File: config.mk
export PLATFORM = sky130hd
export DESIGN_NAME = booth_mult_seq
export DESIGN_NICKNAME = d
export VERILOG_FILES = /design/src/rtl/booth_mult_seq.sv
export SDC_FILE = /design/constraint.sdc
export NUM_CORES = 1
export LEC_CHECK = 0
export ABC_AREA = 1
export BUFFER_PORTS_ARGS = -buffer_cell sky130_fd_sc_hd__clkbuf_2
export CORE_ASPECT_RATIO = 1.4
export CORE_UTILIZATION = 45
export CTS_CLUSTER_SIZE = 10
export DETAILED_ROUTE_END_ITERATION = 10
export PLACE_DENSITY = 0.67
export SLEW_MARGIN = 40
export SYNTH_ARGS = -nofsm -noshare
export SYNTH_HDL_FRONTEND = slang
export SYNTH_SLANG_ARGS = --single-unit
File: constraint.sdc
create_clock -name clk -period 2.4 [get_ports clk]
set_input_delay 0.24 -clock clk [delete_from_list [all_inputs] [get_ports clk]]
set_output_delay 0.24 -clock clk [all_outputs]
set_load 0.02 [all_outputs]
File: src/rtl/booth_mult_seq.sv
// rtl/booth_mult_seq.sv - sequential radix-2 Booth multiplier with busy/done handshake
module booth_mult_seq #(
    parameter int WIDTH = 16,
    localparam int CNT_W = $clog2(WIDTH + 2)
) (
    input  logic               clk,
    input  logic               arst,
    input  logic               srst,
    input  logic [WIDTH-1:0]   opa,
    input  logic [WIDTH-1:0]   opb,
    input  logic               op_signed,
    input  logic               op_ld,
    output logic               busy,
    output logic               done,
    output logic [2*WIDTH-1:0] mult_out
);

    typedef enum logic {
        IDLE = 1'b0,
        RUN  = 1'b1
    } state_t;

    state_t             state;
    logic [WIDTH:0]     m_reg;
    logic [WIDTH:0]     q_reg;
    logic [WIDTH+1:0]   a_reg;
    logic               q_1;
    logic [CNT_W-1:0]   cnt;

    logic [WIDTH+1:0]   m_ext;
    logic [WIDTH+1:0]   a_sum;
    logic [WIDTH+1:0]   a_nxt;
    logic [WIDTH:0]     q_nxt;
    logic [WIDTH:0]     opa_ext;
    logic [WIDTH:0]     opb_ext;
    logic               last_iter;

    // Operands are widened by one bit so unsigned values become non-negative
    // signed numbers; the Booth recoding then handles both modes identically.
    assign opa_ext   = {op_signed & opa[WIDTH-1], opa};
    assign opb_ext   = {op_signed & opb[WIDTH-1], opb};
    assign m_ext     = {m_reg[WIDTH], m_reg};
    assign last_iter = (cnt == CNT_W'(WIDTH));

    always_comb begin
        a_sum = a_reg;
        case ({q_reg[0], q_1})
            2'b01:   a_sum = a_reg + m_ext;
            2'b10:   a_sum = a_reg - m_ext;
            default: a_sum = a_reg;
        endcase
    end

    // Arithmetic right shift of {A, Q, q_1}; q_1 takes the old Q[0].
    assign a_nxt = {a_sum[WIDTH+1], a_sum[WIDTH+1:1]};
    assign q_nxt = {a_sum[0], q_reg[WIDTH:1]};

    always_ff @(posedge clk or negedge arst) begin
        if (!arst) begin
            state    <= IDLE;
            m_reg    <= '0;
            q_reg    <= '0;
            a_reg    <= '0;
            q_1      <= 1'b0;
            cnt      <= '0;
            busy     <= 1'b0;
            done     <= 1'b0;
            mult_out <= '0;
        end else if (srst) begin
            state    <= IDLE;
            m_reg    <= '0;
            q_reg    <= '0;
            a_reg    <= '0;
            q_1      <= 1'b0;
            cnt      <= '0;
            busy     <= 1'b0;
            done     <= 1'b0;
            mult_out <= '0;
        end else begin
            done <= 1'b0;
            case (state)
                IDLE: begin
                    if (op_ld) begin
                        m_reg <= opa_ext;
                        q_reg <= opb_ext;
                        a_reg <= '0;
                        q_1   <= 1'b0;
                        cnt   <= '0;
                        busy  <= 1'b1;
                        state <= RUN;
                    end
                end
                RUN: begin
                    a_reg <= a_nxt;
                    q_reg <= q_nxt;
                    q_1   <= q_reg[0];
                    cnt   <= cnt + CNT_W'(1);
                    if (last_iter) begin
                        // Low 2*WIDTH bits of the post-shift {A, Q}.
                        mult_out <= {a_nxt[WIDTH-2:0], q_nxt};
                        busy     <= 1'b0;
                        done     <= 1'b1;
                        state    <= IDLE;
                    end
                end
                default: state <= IDLE;
            endcase
        end
    end

endmodule
==> results of run 1 <==
==> per-stage QoR <==
step | util | total power (µW)
after floorplan | - | 2980
after global placement | 0.536 | 3660
after detailed placement | 0.536 | 3690
after CTS | 0.599 | 5600
after global routing | 0.640 | 6390
final | 0.640 | 6040
==> power by group through the flow <==
stage	clock network, µW	registers, µW	logic [µW]
after floorplan	0	1750	1230
after global placement	0	1760	1890
after detailed placement	0	1770	1920
after CTS	1520	1750	2330
after global routing	1580	1770	3040
final	1500	1750	2790
==> cell usage in the layout, fill, tap and decap left out, types with 8 or more instances in the layout <==
| master | synthesis | routed |
|---|---|---|
| clkbuf_2 | 1 | 69 |
| nand2_1 | 232 | 185 |
| xor2_1 | 17 | 8 |
| nand3_2 | 0 | 26 |
| inv_2 | 5 | 20 |
| buf_4 | 3 | 54 |
| clkbuf_16 | 0 | 9 |
| ha_4 | 0 | 14 |
| o21ai_1 | 20 | 22 |
| o21ai_2 | 3 | 10 |
| nand3_1 | 59 | 29 |
| nand2_2 | 1 | 31 |
| xor2_2 | 0 | 9 |
| o21ai_0 | 59 | 49 |
| or2_2 | 8 | 8 |
| nor2_4 | 2 | 11 |
| inv_1 | 111 | 94 |
| dfrtp_1 | 92 | 91 |
| nor2_1 | 33 | 22 |
| nand2_4 | 0 | 17 |
==> cells in the mapped netlist (4+ instances only) <==
| cell | count | share of area |
|---|---|---|
| nand2_1 | 232 | 0.16 |
| inv_1 | 111 | 0.076 |
| dfrtp_1 | 92 | 0.42 |
| nand3_1 | 59 | 0.054 |
| o21ai_0 | 59 | 0.054 |
| nor2_1 | 33 | 0.023 |
| ha_1 | 21 | 0.048 |
| o21ai_1 | 20 | 0.018 |
| a21oi_1 | 17 | 0.016 |
| xor2_1 | 17 | 0.027 |
| buf_2 | 10 | 0.0092 |
| or2_2 | 8 | 0.0092 |
| inv_2 | 5 | 0.0034 |
| nor3_1 | 5 | 0.0046 |
| o211ai_1 | 5 | 0.0069 |
| o22ai_1 | 5 | 0.0057 |
| a32o_1 | 4 | 0.0073 |
==> per-layer routing <==
| layer | track usage | share of wire | up-vias |
|---|---|---|---|
| met1 | 0.309 | 0.39 | 2516 |
| met4 | 0.126 | 0.049 | 0 |
| met5 | 0 | 0 | - |
| met3 | 0.0402 | 0.037 | 53 |
| met2 | 0.468 | 0.53 | 138 |
| li1 | - | - | 2588 |
==> layout make-up <==
class / count / area share
Clock buffer: 9 / 0.0298
Clock inverter: 7 / 0.0108
Inverter: 116 / 0.0583
Multi-Input combinational cell: 511 / 0.458
Sequential cell: 92 / 0.305
Tap cell: 147 / 0.0243
Timing Repair Buffer: 132 / 0.114
==> worst register-to-register path: stages (launching register included) <==
cell	delay, ns
dfrtp_1	0.39
inv_2	0.08
ha_4	0.14
nand2_4	0.05
o21ai_4	0.17
nand4_4	0.11
buf_6	0.14
nor2_4	0.13
xor2_2	0.25
ha_4	0.27
nand2_1	0.08
nand2_2	0.06
inv_1	0.06
nand2_2	0.08
a21oi_2	0.16
nand2_1	0.07
nand2_1	0.08
nand3_2	0.10
nand3_2	0.10
nand2_1	0.05
==> worst paths after layout <==
path / startpoint / endpoint / cells after the start / slack, ns
worst min register to register: mult_out[27]$_DFFE_PN0P_ / mult_out[27]$_DFFE_PN0P_ / 2 / 0.48
max in group asynchronous: arst / a_reg[7]$_DFFE_PN0P_ / 3 / 1.36
worst max register to register: m_reg[0]$_DFFE_PN0P_ / a_reg[12]$_DFFE_PN0P_ / 19 / -0.29
min in group asynchronous: arst / m_reg[8]$_DFFE_PN0P_ / 2 / 0.35
worst max-delay path: m_reg[0]$_DFFE_PN0P_ / a_reg[12]$_DFFE_PN0P_ / 19 / -0.29
worst min-delay path: opa[11] / m_reg[11]$_DFFE_PN0P_ / 3 / 0.09
==> kinds of logic (layout without fill, tap and decap cells) <==
| family | count (synthesis) | count (layout) |
|---|---|---|
| buf+inv | 136 | 264 |
| compound gates | 119 | 119 |
| fa+ha+maj | 22 | 22 |
| flops | 92 | 92 |
| simple gates | 353 | 353 |
| xor+xnor | 17 | 17 |
==> timing repair <==
action / CTS / global route
gates resized for setup: 86 / 111
pin swaps: 39 / 70
setup buffers: 9 / 7
setup endpoints to repair: 27 / 28
hold buffers: 1 / 0
endpoints found under the hold margin: 24 / 0
==> run_results.csv, run 1 <==
group,metric,value,unit
power_and_ir_drop,power_frac_seq,0.290,
drt,wl,16.0,mm
drt,drc,0,
timing,worst_slew_pin_slew,0.558,ns
min_path,hold_class,"in -> reg",
finish,nFillCells,985,
yosys,synthAdderAreaFrac,0.0517,
drt,routedWlPerCell,15.8,µm
yosys,postSynthNetCount,798,
timing,setup_tns,-4.04,ns
timing,min_period_over_period,1.12,
timing,drv_slew,0,
critical_path,crit_fanout,4,
yosys,avgSynthCellArea,7.40,µm²
timing,rsz0062_at_grt,"true",
yosys,syn_area,5470,µm²
timing,clock_skew,0.00505,ns
finish,regArea,2300,µm²
power_and_ir_drop,clock_power_share,0.248,
timing,fin_crit,2.69,ns
finish,layout-drive-gt1-share,0.379,
yosys,synth_xor_area_frac,0.0272,
drt,routed_via_density,5.22,
clocking,clockBufferDepth,2,
yosys,ys.warnings.count,0,
global_routing,grtUsageTotal,0.266,
clocking,cts_buffers,9,
placement,post-place-cells,984,
outcome,violations,"negative setup slack",
power_and_ir_drop,power_switching,2390,µW
timing,setup_viol,23,
power_and_ir_drop,comb_power_share,0.462,
clocking,clk_pin_slew,0.07,ns
critical_path,slowest_stage,"dfrtp_1",
yosys,ys.flop_type,"dfrtp_1",
yosys,seq_area_frac_synth,0.421,
floorplanning,core,11800,µm²
floorplanning,pin_count,71,
clocking,clock_latency,0.35,ns
floorplanning,die_w,95.2,µm
critical_path,critPathRequiredTime,2.64,ns
drt,drtAntennaViolNets,0,
critical_path,max_stage_delay,0.39,ns
global_routing,grt_pass1_wl,25.8,mm
global_routing,gr-total-overflow,0,
timing,slew_headroom,0.627,
clocking,root_buffer,"clkbuf_16",
yosys,synth_mux_area_frac,0,
power_and_ir_drop,leakage,0.00385,µW
finish,layout.cells.non_filler,1014,
yosys,synth_simple_gate_area_share,0.277,
finish,area_delta_synth_final,38.2,%
yosys,synth_cell_type_count,40,
placement,pre_cts_ws,-0.381,ns
timing,finalHoldViolCount,0,
outcome,status,"finished with violations",
floorplanning,dieArea,12600,µm²
finish,multiInputGateArea,3470,µm²
power_and_ir_drop,p_int,3640,µW
global_routing,first_global_vias,5385,
finish,antenna_cells,0,
placement,dp_hpwl,11.2,mm
critical_path,worst_path_dominant_cell_family,"simple AND/OR/NAND/NOR gates",
yosys,ys_seq_elements,92,
placement,io_buffers,70,
drt,drtPass1Iterations,4,
finish,top_register,"mult_out",
floorplanning,initial_core_util,0.463,
finish,nNetsFinal,921,
clocking,htree_levels,3,
critical_path,critPathMostFrequentCell,"nand2_1",
power_and_ir_drop,p_sw_frac,0.397,
critical_path,arrival,2.94,ns
drt,drtIter0Drc,227,
floorplanning,fp.dieH,132,µm
timing,holdWs,0.0947,ns
finish,final_cell_area,7560,µm²
critical_path,end_kind,"flop",
critical_path,critPathKind,"reg -> reg",
power_and_ir_drop,vdd_drop_max,0.401,mV
drt,vias,5295,
power_and_ir_drop,p_per_area,798,nW/µm²
global_routing,grt_start_max_net_pins,69,
critical_path,path_cells,"inv_2, ha_4, nand2_4, o21ai_4, nand4_4, buf_6, nor2_4, xor2_2, ha_4, nand2_1, nand2_2, inv_1, nand2_2, a21oi_2, nand2_1, nand2_1, nand3_2, nand3_2, nand2_1",
placement,place_area,6330,µm²
yosys,synth_edf_count,0,
finish,largest_register_ffs,32,
clocking,clock-sinks,92,
yosys,synth_top_family_by_area,"simple AND/OR/NAND/NOR gates",
global_routing,antenna_found_initial,0,
placement,gp_congestion,0.942,
critical_path,crit_buf_inv,3,
job,maxCapViolCount,0,
floorplanning,rows,47,
critical_path,cp-start-kind,"flop",
timing,max_freq,371,MHz
clocking,cts_tree,"yes",
timing,timing.final.ws_setup,-0.295,ns
yosys,synthArstFlopShare,1.00,
yosys,synthCells,739,
yosys,synth_compound_gate_area_share,0.121,
Note: power is estimated with default switching activity, not from simulation.
==> inputs of run 2 (changes only) <==
--- a/config.mk
+++ b/config.mk
@@ -11,7 +11,7 @@
 export CORE_UTILIZATION = 45
 export CTS_CLUSTER_SIZE = 10
 export DETAILED_ROUTE_END_ITERATION = 10
-export PLACE_DENSITY = 0.67
+export REMOVE_ABC_BUFFERS = 1
 export SLEW_MARGIN = 40
 export SYNTH_ARGS = -nofsm -noshare
 export SYNTH_HDL_FRONTEND = slang
==> constraint.sdc (replaced) <==
create_clock -name clk -period 3.1 [get_ports clk]
set_input_delay 0.31 -clock clk [delete_from_list [all_inputs] [get_ports clk]]
set_output_delay 0.31 -clock clk [all_outputs]
set_load 0.02 [all_outputs]
==> run 2 against run 1 <==
Compared with the run above: the run now ends clean; first-iteration DRC count fell by 33%; die area did not move; core utilization fell by 11 points; global-route usage fell by 0.88 points; via count fell by 7.5%; sequential share of layout area rose by 6.3 points; combinational power fell by 56%; sequential cell count did not move; setup slack improved by 0.57 ns; sequential power fell by 23%; worst hold slack improved by 0.083 ns; power fell by 38%; largest power group is now registers.
==> run_results.csv, run 2 (synthesized netlist as in run 1, its figures left out) <==
group,metric,value,unit
power_and_ir_drop,vdd_drop_max,0.383,mV
clocking,cts_buffers,9,
critical_path,reg2regPathDepth,18,
critical_path,critPathRequiredTime,3.34,ns
finish,nFillCells,1153,
placement,gp_congestion,0.961,
power_and_ir_drop,p_sw_frac,0.377,
timing,worst_slew_pin_slew,0.675,ns
drt,routedWlPerCell,15.6,µm
timing,max_freq,354,MHz
critical_path,cp-start-kind,"flop",
finish,most-common-layout-cells,"nand2_1, inv_1, dfrtp_1",
clocking,cts_tree,"yes",
timing,setup_viol,0,
floorplanning,pin_count,71,
outcome,status,"finished clean",
global_routing,grt_start_max_net_pins,59,
finish,area_delta_synth_final,14.6,%
power_and_ir_drop,clock_power_share,0.310,
clocking,htree_levels,3,
global_routing,antenna_found_initial,0,
timing,clock_skew,0.00882,ns
timing,drv_slew,0,
floorplanning,rows,47,
placement,post-place-cells,944,
floorplanning,initial_core_util,0.463,
drt,drtAntennaViolNets,0,
placement,dp_hpwl,11.3,mm
power_and_ir_drop,comb_power_share,0.329,
drt,drc,0,
drt,drtPass1Iterations,7,
global_routing,gr-total-overflow,0,
drt,routed_via_density,5.10,
finish,layout.cells.non_filler,961,
power_and_ir_drop,p_per_area,595,nW/µm²
finish,largest_register_ffs,32,
critical_path,critPathKind,"reg -> reg",
clocking,clock_latency,0.35,ns
clocking,clock-sinks,92,
power_and_ir_drop,p_int,2320,µW
clocking,clk_pin_slew,0.07,ns
global_routing,grtUsageTotal,0.257,
placement,io_buffers,70,
timing,slew_headroom,0.549,
timing,fin_crit,2.83,ns
finish,multiInputGateArea,2620,µm²
clocking,root_buffer,"clkbuf_16",
critical_path,crit_fanout,4,
floorplanning,fp.dieH,132,µm
finish,nNetsFinal,868,
clocking,clockBufferDepth,2,
floorplanning,dieArea,12600,µm²
drt,wl,15.0,mm
timing,min_period_over_period,0.912,
power_and_ir_drop,leakage,0.00337,µW
floorplanning,core,11800,µm²
finish,top_register,"mult_out",
floorplanning,die_w,95.2,µm
min_path,hold_class,"in -> reg",
critical_path,end_kind,"flop",
timing,setup_tns,0,ns
critical_path,arrival,3.07,ns
global_routing,grt_pass1_wl,24.5,mm
job,maxCapViolCount,0,
global_routing,first_global_vias,5032,
drt,drtIter0Drc,153,
timing,finalHoldViolCount,0,
clocking,cts_setup_buffers,0,
power_and_ir_drop,power_switching,1400,µW
finish,final_common_cell,"nand2_1",
finish,antenna_cells,0,
drt,vias,4899,
power_and_ir_drop,power_frac_seq,0.361,
timing,rsz0062_at_grt,"false",
min_path,hold_depth,3,
finish,layout-drive-gt1-share,0.151,
finish,regArea,2300,µm²
## run 2: cell types whose count changed in the layout (fill, tap and decap cells not counted), sizes merged
cell	change
buf	-53
clkbuf	+1
inv	-1
## run 2: layout make-up
type / count / area share
multi-input combinational: 511 / 0.418
sequential: 92 / 0.367
inverter: 116 / 0.0695
timing repair buffer: 79 / 0.0681
clock buffer: 10 / 0.0365
tap: 147 / 0.0294
clock inverter: 6 / 0.0114
## run 2: timing repair
action / 4_1_cts / 5_1_grt
endpoints found under the hold margin: 0 / 42
hold buffers: 0 / 1
setup endpoints to repair: 0 / 5
resized for setup: 0 / 2
## run 2: worst paths after layout
check                                startpoint                        to  slack (ns)
setup / recovery           m_reg[0]$_DFFE_PN0P_  mult_out[27]$_DFFE_PN0P_        0.27
hold / removal                           opb[3]      q_reg[3]$_DFFE_PN0P_        0.18
setup reg to reg           m_reg[0]$_DFFE_PN0P_  mult_out[27]$_DFFE_PN0P_        0.27
hold reg to reg                busy$_DFFE_PN0P_          busy$_DFFE_PN0P_        0.48
max in group asynchronous                  arst     m_reg[16]$_DFFE_PN0P_        1.91
min in group asynchronous                  arst  mult_out[21]$_DFFE_PN0P_        0.50
## run 2: layer usage
metal / up-vias / share of wire / global-route usage
met3: 24 / 0.039 / 0.0425
li1: 2488 / - / -
met1: 2291 / 0.42 / 0.308
met2: 96 / 0.52 / 0.456
met4: 0 / 0.024 / 0.0884
met5: - / 0 / 0
## run 2: power by group through the flow
stage	combinational [µW]	clock, µW	sequential [µW]
after global placement	1210	0	1360
after global routing	1400	1210	1350
after floorplan	872	0	1350
after detailed placement	1220	0	1370
final	1230	1150	1340
after CTS	1230	1170	1340
## run 2: through the flow
stage,hold slack (ns),cell area [µm²],total power (µW),setup slack [ns],util
after floorplan,0.0144,5350,2230,0.432,-
after global placement,0.432,5940,2570,0.199,0.503
after detailed placement,0.439,5940,2590,0.0993,0.503
after CTS,0.0683,6240,3740,0.0950,0.528
after global routing,0.192,6270,3970,0.0255,0.530
final,0.178,6270,3730,0.273,0.530
## run 2: critical path, cell delays in order (launching register included)
cell and delay [ns]:
dfrtp_1 0.39, inv_1 0.12, ha_1 0.18, nand2_1 0.07, o21ai_2 0.18, and2_1 0.19
xor2_1 0.14, inv_1 0.08, ha_1 0.32, nand2_1 0.13, inv_1 0.05, a21oi_1 0.17
nand2_1 0.18, nand2_1 0.15, nand2_1 0.08, nand2_1 0.07, nand3_1 0.07, nand3_1 0.10
nand2_1 0.06
==> inputs of run 3 (changes only) <==
--- a/config.mk
+++ b/config.mk
@@ -11,6 +11,7 @@
 export CORE_UTILIZATION = 45
 export CTS_CLUSTER_SIZE = 10
 export DETAILED_ROUTE_END_ITERATION = 10
+export MAX_ROUTING_LAYER = met4
 export REMOVE_ABC_BUFFERS = 1
 export SLEW_MARGIN = 40
 export SYNTH_ARGS = -nofsm -noshare
==> run 3 against run 2 <==
Compared with the run above: sequential power about the same; global-route usage up 0.57 points; clock power down 3%; power down 1.1%; sequential cell count unchanged; non-clock buffer count down 1; critical path depth down 2; clock skew up 0.0048 ns; combinational power about the same; critical path type unchanged; critical endpoint is now a_reg[14]$_DFFE_PN0P_; largest power group unchanged.
==> run_results.csv, run 3 (synthesized netlist as in run 1, its figures left out) <==
group,metric,value,unit
outcome,status,"finished clean",
global_routing,first_global_vias,5003,
floorplanning,die_w,95.2,µm
clocking,clock-sinks,92,
critical_path,arrival,3.08,ns
power_and_ir_drop,p_per_area,591,nW/µm²
timing,slew_headroom,0.520,
global_routing,grtUsageTotal,0.263,
finish,most-common-layout-cells,"nand2_1, inv_1, dfrtp_1",
floorplanning,dieArea,12600,µm²
floorplanning,core,11800,µm²
finish,largest_register_ffs,32,
job,maxCapViolCount,0,
drt,routed_via_density,5.14,
timing,setup_viol,0,
drt,drtPass1Iterations,5,
clocking,cts_hold_buf,0,
drt,vias,4920,
placement,pre_cts_ws,0.170,ns
timing,worst_slew_pin_slew,0.720,ns
critical_path,cp-start-kind,"flop",
clocking,clock_latency,0.34,ns
clocking,cts_setup_buffers,0,
finish,area_delta_synth_final,14.1,%
critical_path,max_stage_delay,0.41,ns
floorplanning,fp.dieH,132,µm
timing,drv_slew,0,
global_routing,grt_pass1_wl,24.5,mm
timing,min_period_over_period,0.919,
timing,fin_crit,2.85,ns
finish,final_common_cell,"nand2_1",
clocking,clk_pin_slew,0.07,ns
clocking,cts_tree,"yes",
critical_path,crit_fanout,7,
clocking,htree_levels,3,
timing,timing.final.ws_setup,0.251,ns
timing,clock_skew,0.0136,ns
power_and_ir_drop,leakage,0.00336,µW
critical_path,critPathRequiredTime,3.33,ns
finish,top_register,"mult_out",
critical_path,critPathKind,"reg -> reg",
drt,drc,0,
placement,dp_hpwl,11.5,mm
timing,holdWs,0.0145,ns
min_path,hold_class,"in -> async",
power_and_ir_drop,vdd_drop_max,0.286,mV
critical_path,critPathMostFrequentCell,"nand2_1",
critical_path,path_cells,"inv_1, ha_1, nand2_1, o21ai_2, nand4_2, xor2_1, ha_1, nand2_1, inv_1, nand2_1, nor3_1, nand2_1, nand3_1, nand3_1, nand3_1, nand2_1",
floorplanning,pin_count,71,
placement,io_buffers,70,
global_routing,gr-total-overflow,0,
floorplanning,rows,47,
clocking,clockBufferDepth,2,
finish,nFillCells,1160,
timing,finalHoldViolCount,0,
global_routing,grt_start_max_net_pins,54,
critical_path,end_kind,"flop",
floorplanning,initial_core_util,0.463,
clocking,cts_buffers,9,
timing,max_freq,351,MHz
drt,wl,15.1,mm
drt,routedWlPerCell,15.8,µm
finish,antenna_cells,0,
finish,layout-drive-gt1-share,0.152,
clocking,root_buffer,"clkbuf_16",
drt,drtAntennaViolNets,0,
drt,drtIter0Drc,210,
global_routing,antenna_found_initial,0,
critical_path,slowest_stage,"ha_1",
finish,nNetsFinal,867,
placement,gp_congestion,0.859,
[run 3: path summary, 6_finish.rpt]
check / slack, ns / endpoint / start / depth (start not counted)
min in group clk: 0.18 / m_reg[2]$_DFFE_PN0P_ / opa[2] / 3
worst min register to register: 0.48 / mult_out[28]$_DFFE_PN0P_ / mult_out[28]$_DFFE_PN0P_ / 2
worst max-delay path: 0.25 / a_reg[14]$_DFFE_PN0P_ / m_reg[0]$_DFFE_PN0P_ / 16
worst min-delay path: 0.01 / mult_out[23]$_DFFE_PN0P_ / arst / 1
worst max register to register: 0.25 / a_reg[14]$_DFFE_PN0P_ / m_reg[0]$_DFFE_PN0P_ / 16
max in group asynchronous: 2.32 / mult_out[11]$_DFFE_PN0P_ / arst / 2
[run 3: what timing repair did]
| item | CTS | global route |
|---|---|---|
| endpoints found under the hold margin | 0 | 0 |
| endpoints found under the setup margin | 0 | 8 |
| gates resized for setup | 0 | 3 |
[run 3: metal layers]
metal,up-vias,part of all wire,GRT usage,wire (µm)
met5,-,0,-,0
met4,0,0.021,0.0783,313
met3,25,0.035,0.0339,536
met2,115,0.53,0.462,7980
met1,2293,0.42,0.307,6310
li1,2487,-,-,-
[run 3: critical path, delay by kind of cell (launching register included)]
kind            cells  cell delay (ns)
simple gates       10             1.19
fa+ha+maj           2             0.59
flops               1             0.38
buf+inv             2             0.20
compound gates      1             0.19
xor+xnor            1             0.19
[run 3: stage by stage]
stage | utilization | total power, µW | area [µm²] | std cells | TNS [ns]
final | 0.528 | 3690 | 6240 | 958 | 0
after global routing | 0.528 | 3920 | 6240 | 958 | -0.0272
after CTS | 0.527 | 3700 | 6230 | 958 | 0
after detailed placement | 0.503 | 2600 | 5940 | 944 | 0
after global placement | 0.503 | 2570 | 5940 | 944 | 0
after floorplan | - | 2230 | 5350 | 719 | 0
[run 3: where the power goes]
part           internal [µW]  switching (µW)
sequential              1280            61.3
clock                    621             490
combinational            405             824
[run 3: final cells by class]
| type | count | area, µm² | share of cell area |
|---|---|---|---|
| Clock buffer | 9 | 225 | 0.0361 |
| Clock inverter | 5 | 60.1 | 0.00962 |
| Inverter | 116 | 435 | 0.0698 |
| Multi-Input combinational cell | 511 | 2620 | 0.420 |
| Sequential cell | 92 | 2300 | 0.369 |
| Tap cell | 147 | 184 | 0.0295 |
| Timing Repair Buffer | 78 | 413 | 0.0662 |
